--- src/rtl/wb_image_loader.sv ---
// wb_image_loader
//   Byte-stream to Wishbone master. Host frames arrive on a valid/ready byte
//   stream. Write frames (0x57) load bytes into the 24-bit byte address
//   space. Read frames (0x52) stream that space back. Every frame ends with
//   a checksum byte, or 0xEE on a bus timeout, on the response stream.
//
//   Frame: CMD, A[0:7], A[8:15], A[16:23], L hi, L lo, then (write only)
//   N = L+1 data bytes.
//
// Ports
//   clk, reset_n             clock, async active-low reset
//   in_data/in_valid/in_ready    inbound command/data byte stream (bit 0 = MSB)
//   resp_data/resp_valid/resp_ready  outbound response byte stream
//   busy                     not idle
//   error                    sticky timeout flag, cleared by next command byte
//   wb_*                     Wishbone master (8-bit data, 24-bit byte address)
module wb_image_loader #(
  parameter int unsigned ack_timeout = 255  // 1..65535
) (
  input  logic        clk,
  input  logic        reset_n,
  input  logic [0:7]  in_data,
  input  logic        in_valid,
  output logic        in_ready,
  output logic [0:7]  resp_data,
  output logic        resp_valid,
  input  logic        resp_ready,
  output logic        busy,
  output logic        error,
  output logic [0:23] wb_adr_o,
  output logic [0:7]  wb_dat_o,
  input  logic [0:7]  wb_dat_i,
  output logic        wb_we_o,
  output logic [0:0]  wb_sel_o,
  output logic        wb_stb_o,
  output logic        wb_cyc_o,
  input  logic        wb_ack_i
);

  typedef enum logic [2:0] {IDLE, HDR, WDATA, WBUS, RBUS, RRESP, FRESP, DRAIN} state_t;

  localparam logic [15:0] TMO        = 16'(ack_timeout);
  localparam logic [0:7]  CMD_WR     = 8'h57;
  localparam logic [0:7]  CMD_RD     = 8'h52;
  localparam logic [0:7]  STAT_TMO   = 8'hEE;

  state_t      state_q, state_d;
  logic [2:0]  hdr_cnt_q, hdr_cnt_d;
  logic        is_wr_q, is_wr_d;
  logic [0:23] addr_q, addr_d;
  logic [0:7]  len_hi_q, len_hi_d;
  logic [15:0] cnt_q, cnt_d;     // bytes still to move after the current one
  logic [15:0] tcnt_q, tcnt_d;   // cycles the current strobe has been high
  logic [0:7]  csum_q, csum_d;
  logic [0:7]  resp_data_q, resp_data_d;
  logic        resp_valid_q, resp_valid_d;
  logic        err_q, err_d;
  logic [0:23] adr_q, adr_d;
  logic [0:7]  dat_q, dat_d;
  logic        stb_q, stb_d;
  logic        we_q, we_d;

  logic accept, ack, tmo;

  // ack only counts while strobing; an ack on the expiry edge wins over timeout
  assign ack = stb_q & wb_ack_i;
  assign tmo = stb_q & ~wb_ack_i & (tcnt_q == TMO);

  always_comb begin
    state_d      = state_q;
    hdr_cnt_d    = hdr_cnt_q;
    is_wr_d      = is_wr_q;
    addr_d       = addr_q;
    len_hi_d     = len_hi_q;
    cnt_d        = cnt_q;
    tcnt_d       = stb_q ? tcnt_q + 16'd1 : tcnt_q;
    csum_d       = csum_q;
    resp_data_d  = resp_data_q;
    resp_valid_d = resp_valid_q;
    err_d        = err_q;
    adr_d        = adr_q;
    dat_d        = dat_q;
    stb_d        = stb_q;
    we_d         = we_q;

    in_ready = (state_q == IDLE) || (state_q == HDR) ||
               (state_q == WDATA) || (state_q == DRAIN);
    accept   = in_valid & in_ready;

    case (state_q)
      IDLE: if (accept) begin
        err_d = 1'b0;
        // unknown command bytes are swallowed without a response
        if (in_data == CMD_WR || in_data == CMD_RD) begin
          state_d   = HDR;
          hdr_cnt_d = 3'd0;
          is_wr_d   = (in_data == CMD_WR);
          csum_d    = 8'h00;
        end
      end
      HDR: if (accept) begin
        hdr_cnt_d = hdr_cnt_q + 3'd1;
        case (hdr_cnt_q)
          3'd0:    addr_d[0:7]   = in_data;
          3'd1:    addr_d[8:15]  = in_data;
          3'd2:    addr_d[16:23] = in_data;
          3'd3:    len_hi_d      = in_data;
          default: begin
            cnt_d = {len_hi_q, in_data};
            adr_d = addr_q;
            if (is_wr_q) state_d = WDATA;
            else begin
              state_d = RBUS;
              stb_d   = 1'b1;
              we_d    = 1'b0;
              tcnt_d  = 16'd1;
            end
          end
        endcase
      end
      WDATA: if (accept) begin
        dat_d   = in_data;
        csum_d  = csum_q + in_data;
        stb_d   = 1'b1;
        we_d    = 1'b1;
        tcnt_d  = 16'd1;
        state_d = WBUS;
      end
      WBUS: if (ack) begin
        stb_d = 1'b0;
        we_d  = 1'b0;
        adr_d = adr_q + 24'd1;
        if (cnt_q == 16'd0) begin
          state_d      = FRESP;
          resp_data_d  = csum_q;
          resp_valid_d = 1'b1;
        end else begin
          cnt_d   = cnt_q - 16'd1;
          state_d = WDATA;
        end
      end else if (tmo) begin
        stb_d       = 1'b0;
        we_d        = 1'b0;
        err_d       = 1'b1;
        resp_data_d = STAT_TMO;
        // the timed-out byte is already consumed; cnt_q bytes remain upstream
        if (cnt_q == 16'd0) begin
          state_d      = FRESP;
          resp_valid_d = 1'b1;
        end else state_d = DRAIN;
      end
      DRAIN: if (accept) begin
        cnt_d = cnt_q - 16'd1;
        if (cnt_q == 16'd1) begin
          state_d      = FRESP;
          resp_valid_d = 1'b1;
        end
      end
      RBUS: if (ack) begin
        stb_d        = 1'b0;
        resp_data_d  = wb_dat_i;
        csum_d       = csum_q + wb_dat_i;
        resp_valid_d = 1'b1;
        state_d      = RRESP;
      end else if (tmo) begin
        stb_d        = 1'b0;
        err_d        = 1'b1;
        resp_data_d  = STAT_TMO;
        resp_valid_d = 1'b1;
        state_d      = FRESP;
      end
      RRESP: if (resp_ready) begin
        adr_d = adr_q + 24'd1;
        if (cnt_q == 16'd0) begin
          resp_data_d = csum_q;        // resp_valid stays high into FRESP
          state_d     = FRESP;
        end else begin
          cnt_d        = cnt_q - 16'd1;
          resp_valid_d = 1'b0;
          stb_d        = 1'b1;
          tcnt_d       = 16'd1;
          state_d      = RBUS;
        end
      end
      FRESP: if (resp_ready) begin
        resp_valid_d = 1'b0;
        state_d      = IDLE;
      end
      default: state_d = IDLE;
    endcase
  end

  always_ff @(posedge clk or negedge reset_n) begin
    if (!reset_n) begin
      state_q      <= IDLE;
      hdr_cnt_q    <= 3'd0;
      is_wr_q      <= 1'b0;
      addr_q       <= '0;
      len_hi_q     <= '0;
      cnt_q        <= '0;
      tcnt_q       <= '0;
      csum_q       <= '0;
      resp_data_q  <= '0;
      resp_valid_q <= 1'b0;
      err_q        <= 1'b0;
      adr_q        <= '0;
      dat_q        <= '0;
      stb_q        <= 1'b0;
      we_q         <= 1'b0;
    end else begin
      state_q      <= state_d;
      hdr_cnt_q    <= hdr_cnt_d;
      is_wr_q      <= is_wr_d;
      addr_q       <= addr_d;
      len_hi_q     <= len_hi_d;
      cnt_q        <= cnt_d;
      tcnt_q       <= tcnt_d;
      csum_q       <= csum_d;
      resp_data_q  <= resp_data_d;
      resp_valid_q <= resp_valid_d;
      err_q        <= err_d;
      adr_q        <= adr_d;
      dat_q        <= dat_d;
      stb_q        <= stb_d;
      we_q         <= we_d;
    end
  end

  assign resp_data  = resp_data_q;
  assign resp_valid = resp_valid_q;
  assign busy       = (state_q != IDLE);
  assign error      = err_q;
  assign wb_adr_o   = adr_q;
  assign wb_dat_o   = dat_q;
  assign wb_we_o    = we_q;
  assign wb_sel_o   = 1'b1;
  assign wb_stb_o   = stb_q;
  assign wb_cyc_o   = stb_q;

endmodule

--- config.mk ---
export PLATFORM = sky130hd
export DESIGN_NAME = wb_image_loader
export DESIGN_NICKNAME = d
export VERILOG_FILES = /design/src/rtl/wb_image_loader.sv
export SDC_FILE = /design/constraint.sdc
export NUM_CORES = 1
export LEC_CHECK = 0
export BUFFER_PORTS_ARGS = -buffer_cell sky130_fd_sc_hd__buf_2
export CAP_MARGIN = 20
export CORE_UTILIZATION = 25
export CTS_BUF_LIST = sky130_fd_sc_hd__clkbuf_2 sky130_fd_sc_hd__clkbuf_4 sky130_fd_sc_hd__clkbuf_8
export DETAILED_ROUTE_END_ITERATION = 10
export PLACE_DENSITY_LB_ADDON = 0.25
export SLEW_MARGIN = 10
export SYNTH_ARGS = -nofsm -noshare
export SYNTH_HDL_FRONTEND = slang
export SYNTH_SLANG_ARGS = --single-unit
--- constraint.sdc ---
create_clock -name clk -period 3.79 [get_ports clk]
set_input_delay 0.1895 -clock clk [delete_from_list [all_inputs] [get_ports clk]]
set_output_delay 0.1895 -clock clk [all_outputs]
set_load 0.005 [all_outputs]
# Yosys cells after proc, flatten, opt, wreduce, memory -nomap -nowiden
# Index checks and enable logic that the tools add are counted.
# classes
reduce_logical,35
add_sub_neg,6
eq_ne,32
bitwise_logic,5
muxes,80
# ops
cell,count
16-bit 2-to-1 mux,13
24-bit 2-to-1 mux,4
8-bit 2-to-1 mux,9
24-bit case mux with 3 select lines,1
16-bit case mux with 4 select lines,1
3-bit 2-to-1 mux,18
16-bit case mux with 3 select lines,1
8-bit case mux with 3 select lines,2
24-bit by 1-bit adder with 24-bit output (second input constant),1
1-bit 2-to-1 mux,24
2-bit inequality test (second input constant),12
3-bit case mux with 8 select lines,1
16-bit by 1-bit adder with 16-bit output (second input constant),1
8-bit adder,2
16-bit by 1-bit == test with 1-bit output (second input constant),1
16-bit by 8-bit == test with 1-bit output (second input constant),1
8-bit by 7-bit == test with 1-bit output (second input constant),2
16-bit logical NOT,1
8-bit AND reduction,2
16-bit by 1-bit subtractor with 16-bit output (second input constant),1
3-bit AND reduction,5
3-bit nonzero test,5
3-bit by 2-bit == test with 1-bit output (second input constant),4
3-bit == test (second input constant),4
other kinds (25),42
# totals
ff_bits,123
out_inout_bits,48
elab_cells,175

# Depth between registers and ports, before layout
# logic_depth
depth_word,7
depth_mapped,16

# Least setup slack after synthesis
# OpenSTA, ideal clock, no wires.
# synth_path
kind,flip-flop to flip-flop
start,register state_q[2]
end,register csum_q[1] (netlist name)
slack_ns,0.785
arrival_ns,2.883
stages_incl_launch_ff,17
setup_time_ns,0.122
cell_sequence,dfrtp_1 clkbuf_1 nand2b_1 clkbuf_1 nor2_1 clkbuf_1 nand2_1 nand2_1 ha_1 inv_1 fa_1 nor2b_1 o21ai_0 a21boi_0 o21a_1 o21ai_0 a32o_1
# synth_between
elab_chain_len,7
word_cells_on_any_way,16
cone_classes,eq/ne: 8; mux: 1; bitwise: 1; reduce/logical: 6
# synth_lines
item,line,source
"start, declared",47,"state_t state_q, state_d;"
"start signal, assigned",211,state_q <= state_d;
3-bit by 1-bit == test with 1-bit output / 3-bit logical NOT (equally long branches),"86, 90",
1-bit logical OR (2 in a row),86,in_ready = (state_q == IDLE) || (state_q == HDR) ||
1-bit logical OR,87,(state_q == WDATA) || (state_q == DRAIN);
1-bit AND,88,accept = in_valid & in_ready;
2-bit inequality test (no line),-,
5-bit AND reduction (no line),-,
"end signal, assigned",218,csum_q <= csum_d;
"end, declared",54,"logic [0:7] csum_q, csum_d;"
# Several ways; a longest one is shown, not always the timed one.
# A chain may end at the register's enable or synchronous reset.

# Final worst setup path
# layout_path
start,register state_q[1]
end,register csum_q[0] (netlist name)
# Same word-level chain as after synthesis.

==> flow_metrics.env <==
export IMPL_leakagePower_nw=3.46
export IMPL_rr_startpoint="state_q[1]"
export IMPL_setup_viol=0
export IMPL_drive_above_1_share_pct=20.7
export IMPL_worstSkewPairLatency_ns=0.45
export IMPL_power_density_nw_per_um2=773
export IMPL_p_sw_share_pct=41.4
export IMPL_rows=60
export IMPL_num_vias=6001
export IMPL_fin_setup_tns_ns=0
export IMPL_core_area_sq_um=27100
export IMPL_grt_use_total_pct=14.9
export IMPL_ys_seq_area_share_pct=44.4
export IMPL_grt_max_degree=58
export IMPL_synth_edf_count=0
export IMPL_fin_nets=874
export IMPL_cts_tree="done"
export IMPL_synth_top_area_share_pct=44.4
export IMPL_gp_congestion=0.821
export IMPL_dieArea_sq_um=28400
export IMPL_grt_antenna_before_repair=1
export IMPL_synth_distinct_cells=69
export IMPL_cts_sinks=123
export IMPL_path_class="flop to flop"
export IMPL_end_kind="flop"
export IMPL_grt_pass1_vias=5847
export IMPL_period_minus_slack_ns=3.20
export IMPL_initial_core_util_pct=25.6
export IMPL_drtPass1Iterations=5
export IMPL_root_buffer="clkbuf_8"
export IMPL_worstPathRequired_ns=4.16
export IMPL_dp_cells=1187
export IMPL_synth_area_sq_um=6940
export IMPL_fin_area_sq_um=8160
export IMPL_ys_warn_count=0
export IMPL_hold_start="wb_dat_i[3]"
export IMPL_drcViolationCount=0
export IMPL_io_pin_count=69
export IMPL_drt_iter0_markers=485
export IMPL_dp_slack_ns=0.649
export IMPL_max_freq_ghz=0.312
export IMPL_arrival_ns=3.57
export IMPL_sequentialPowerShare_pct=37.0
export IMPL_ant_nets=0
export IMPL_skew_ns=0.0116
export IMPL_worstPathMaxFanout=18
export IMPL_synth_commonest_cells="dfrtp_1 (123), nand2_1 (88), nor2_1 (71), o21ai_0 (71), a21oi_1 (70)"
export IMPL_tightest_slew_ns=1.06
export IMPL_die_h_microns=169
export IMPL_hpwlAfterDp_microns=14000
export IMPL_syn_area_per_cell_sq_um=9.03
export IMPL_gr_total_overflow=0
export IMPL_final_max_slew_violation_count=0
export IMPL_synth_most_common_cell="dfrtp_1"
export IMPL_status="complete, no violations"
export IMPL_hold_viol=0
export IMPL_power_internal_mw=3.69
export IMPL_io_buffers=67
export IMPL_slew_headroom_pct=29.3
export IMPL_grt_pass1_wl_microns=32600
export IMPL_hold_buffers=1
export IMPL_clkTransAtPathRegs_ns=0.07
export IMPL_ys_async_sr_fraction_pct=100
export IMPL_syn_inst=768
export IMPL_area_growth_syn_to_layout_pct=17.6
export IMPL_p_comb_share_pct=43.4
export IMPL_fin_crit_sh_pct=84.6
export IMPL_cts_repair_resized=0
export IMPL_ys_ff_latch=123
export IMPL_setup_slack_ns=0.585
export IMPL_pwr_share_clk_pct=19.6
export IMPL_wl_per_cell_microns=16.4
export IMPL_post_layout_nonfiller_instances=1220
export IMPL_start_kind="flop"
export IMPL_synth_top_cell_by_area="dfrtp_1"
export IMPL_postCtsSetupRepairBufs=0
export IMPL_placed_area_sq_um=7740
export IMPL_cts_max_level=4
export IMPL_cts_path_max_buffers=2
export IMPL_startpoint="state_q[1]"
export IMPL_via_per_inst=4.92
export IMPL_rsz0062_at_grt="no"
export IMPL_hp_class="primary input to flop"
export IMPL_die_width_microns=169
export IMPL_drv_cap=0
export IMPL_ir_drop_mv=0.214
export IMPL_cts_made_buffers=17
export IMPL_postRouteWirelength_microns=20100
export IMPL_synth_area_leaders="dfrtp_1 (44%), mux2_2 (6.5%), o21ai_0 (5.1%), a21oi_1 (5.1%), nand2_1 (4.8%)"
export IMPL_synthesis_nets=807
export IMPL_ys_flop_type="dfrtp_1"
export IMPL_switching_power_mw=2.61
==> power groups by stage <==
stage	clock [mW]	sequential (mW)	combinational [mW]
6_report	1.23	2.33	2.74
5_1_grt	1.32	2.43	3.09
4_1_cts	1.27	2.34	2.75
3_5_place_dp	0	2.36	2.74
3_3_place_gp	0	2.35	2.73
2_1_floorplan	0	2.23	1.91
==> cells in the final DEF, fill, tap and decap left out, types with 7 or more instances in the layout <==
master	instances
dfrtp_1	123
nand2_1	88
nor2_1	71
o21ai_0	70
a21oi_1	68
buf_2	66
mux2_2	40
inv_1	22
nor3_1	22
nand3_1	19
buf_4	19
clkbuf_8	18
ha_1	17
xor2_1	12
o22ai_1	12
nand4_1	9
a31oi_1	9
nor4_1	8
o21a_1	8
nand2b_1	7
nor2b_1	7
xnor2_1	7
==> metrics by stage <==
stage | hold slack (ns) | total power [mW] | utilization (%)
after floorplan | -0.106 | 4.15 | -
after global placement | 0.336 | 5.08 | 28.5
after detailed placement | 0.330 | 5.10 | 28.5
after global routing | 0.125 | 6.85 | 30.1
final | 0.116 | 6.30 | 30.1
after CTS | 0.103 | 6.36 | 30.1
==> path summary, 6_finish.rpt <==
| kind | endpoint | slack, ns | cells past startpoint |
|---|---|---|---|
| worst min-delay path | resp_data[3] | 0.12 | 3 |
| min in group asynchronous | len_hi_q[3] | 0.36 | 2 |
| worst max-delay path | csum_q[0] | 0.59 | 12 |
| max in group asynchronous | wb_adr_o[11] | 2.57 | 3 |
| worst max register to register | csum_q[0] | 0.59 | 12 |
| worst min register to register | len_hi_q[5] | 0.49 | 2 |
==> registers in the layout, summed over array words and instances (netlist names), 3 cells and up <==
| signal | count |
|---|---|
| cnt_q | 16 |
| addr_q | 24 |
| wb_adr_o | 24 |
| len_hi_q | 8 |
| wb_dat_o | 8 |
| hdr_cnt_q | 3 |
| resp_data | 8 |
| tcnt_q | 16 |
| csum_q | 8 |
| state_q | 3 |
==> kinds of logic after synthesis <==
| group | count (synthesis) | share of synthesized area [%] |
|---|---|---|
| other | 1 | 0.0541 |
| adder cells (fa/ha/maj) | 18 | 3.35 |
| multiplexers | 44 | 7.07 |
| XOR/XNOR | 19 | 2.40 |
| buffers and inverters | 64 | 3.81 |
| AND/OR/NAND/NOR | 267 | 18.3 |
| AO/OA/AOI/OAI | 232 | 20.6 |
| flip-flops | 123 | 44.4 |
==> area by class of cell <==
cell class              count  area (sq um)
fillers                  2879         18900
multi-input cells         581          3610
flip-flops and latches    123          3080
repair buffers             87           503
well taps                 372           465
clock buffers              20           263
clock inverters            11           145
inverters                  25          93.8
diodes                      1          2.50
==> per-layer routing <==
layer	vias to the layer above	GRT usage, %	share of wire (%)
met5	-	0	0
met1	2941	19.7	49
li1	2923	-	-
met2	108	23.8	46
met3	29	3.16	3.2
met4	0	5.57	2.2
==> critical path, stage by stage (launching register included) <==
cell and delay (ns):
dfrtp_1 0.41, buf_4 0.21, nor2b_1 0.32, nand2_1 0.30, nand2_1 0.14, nand2_1 0.09
ha_1 0.28, a21oi_1 0.23, o211ai_1 0.17, o41ai_1 0.36, xnor2_1 0.14, or4_1 0.39
o21ai_0 0.08
Note: power is estimated with default switching activity, not from simulation.
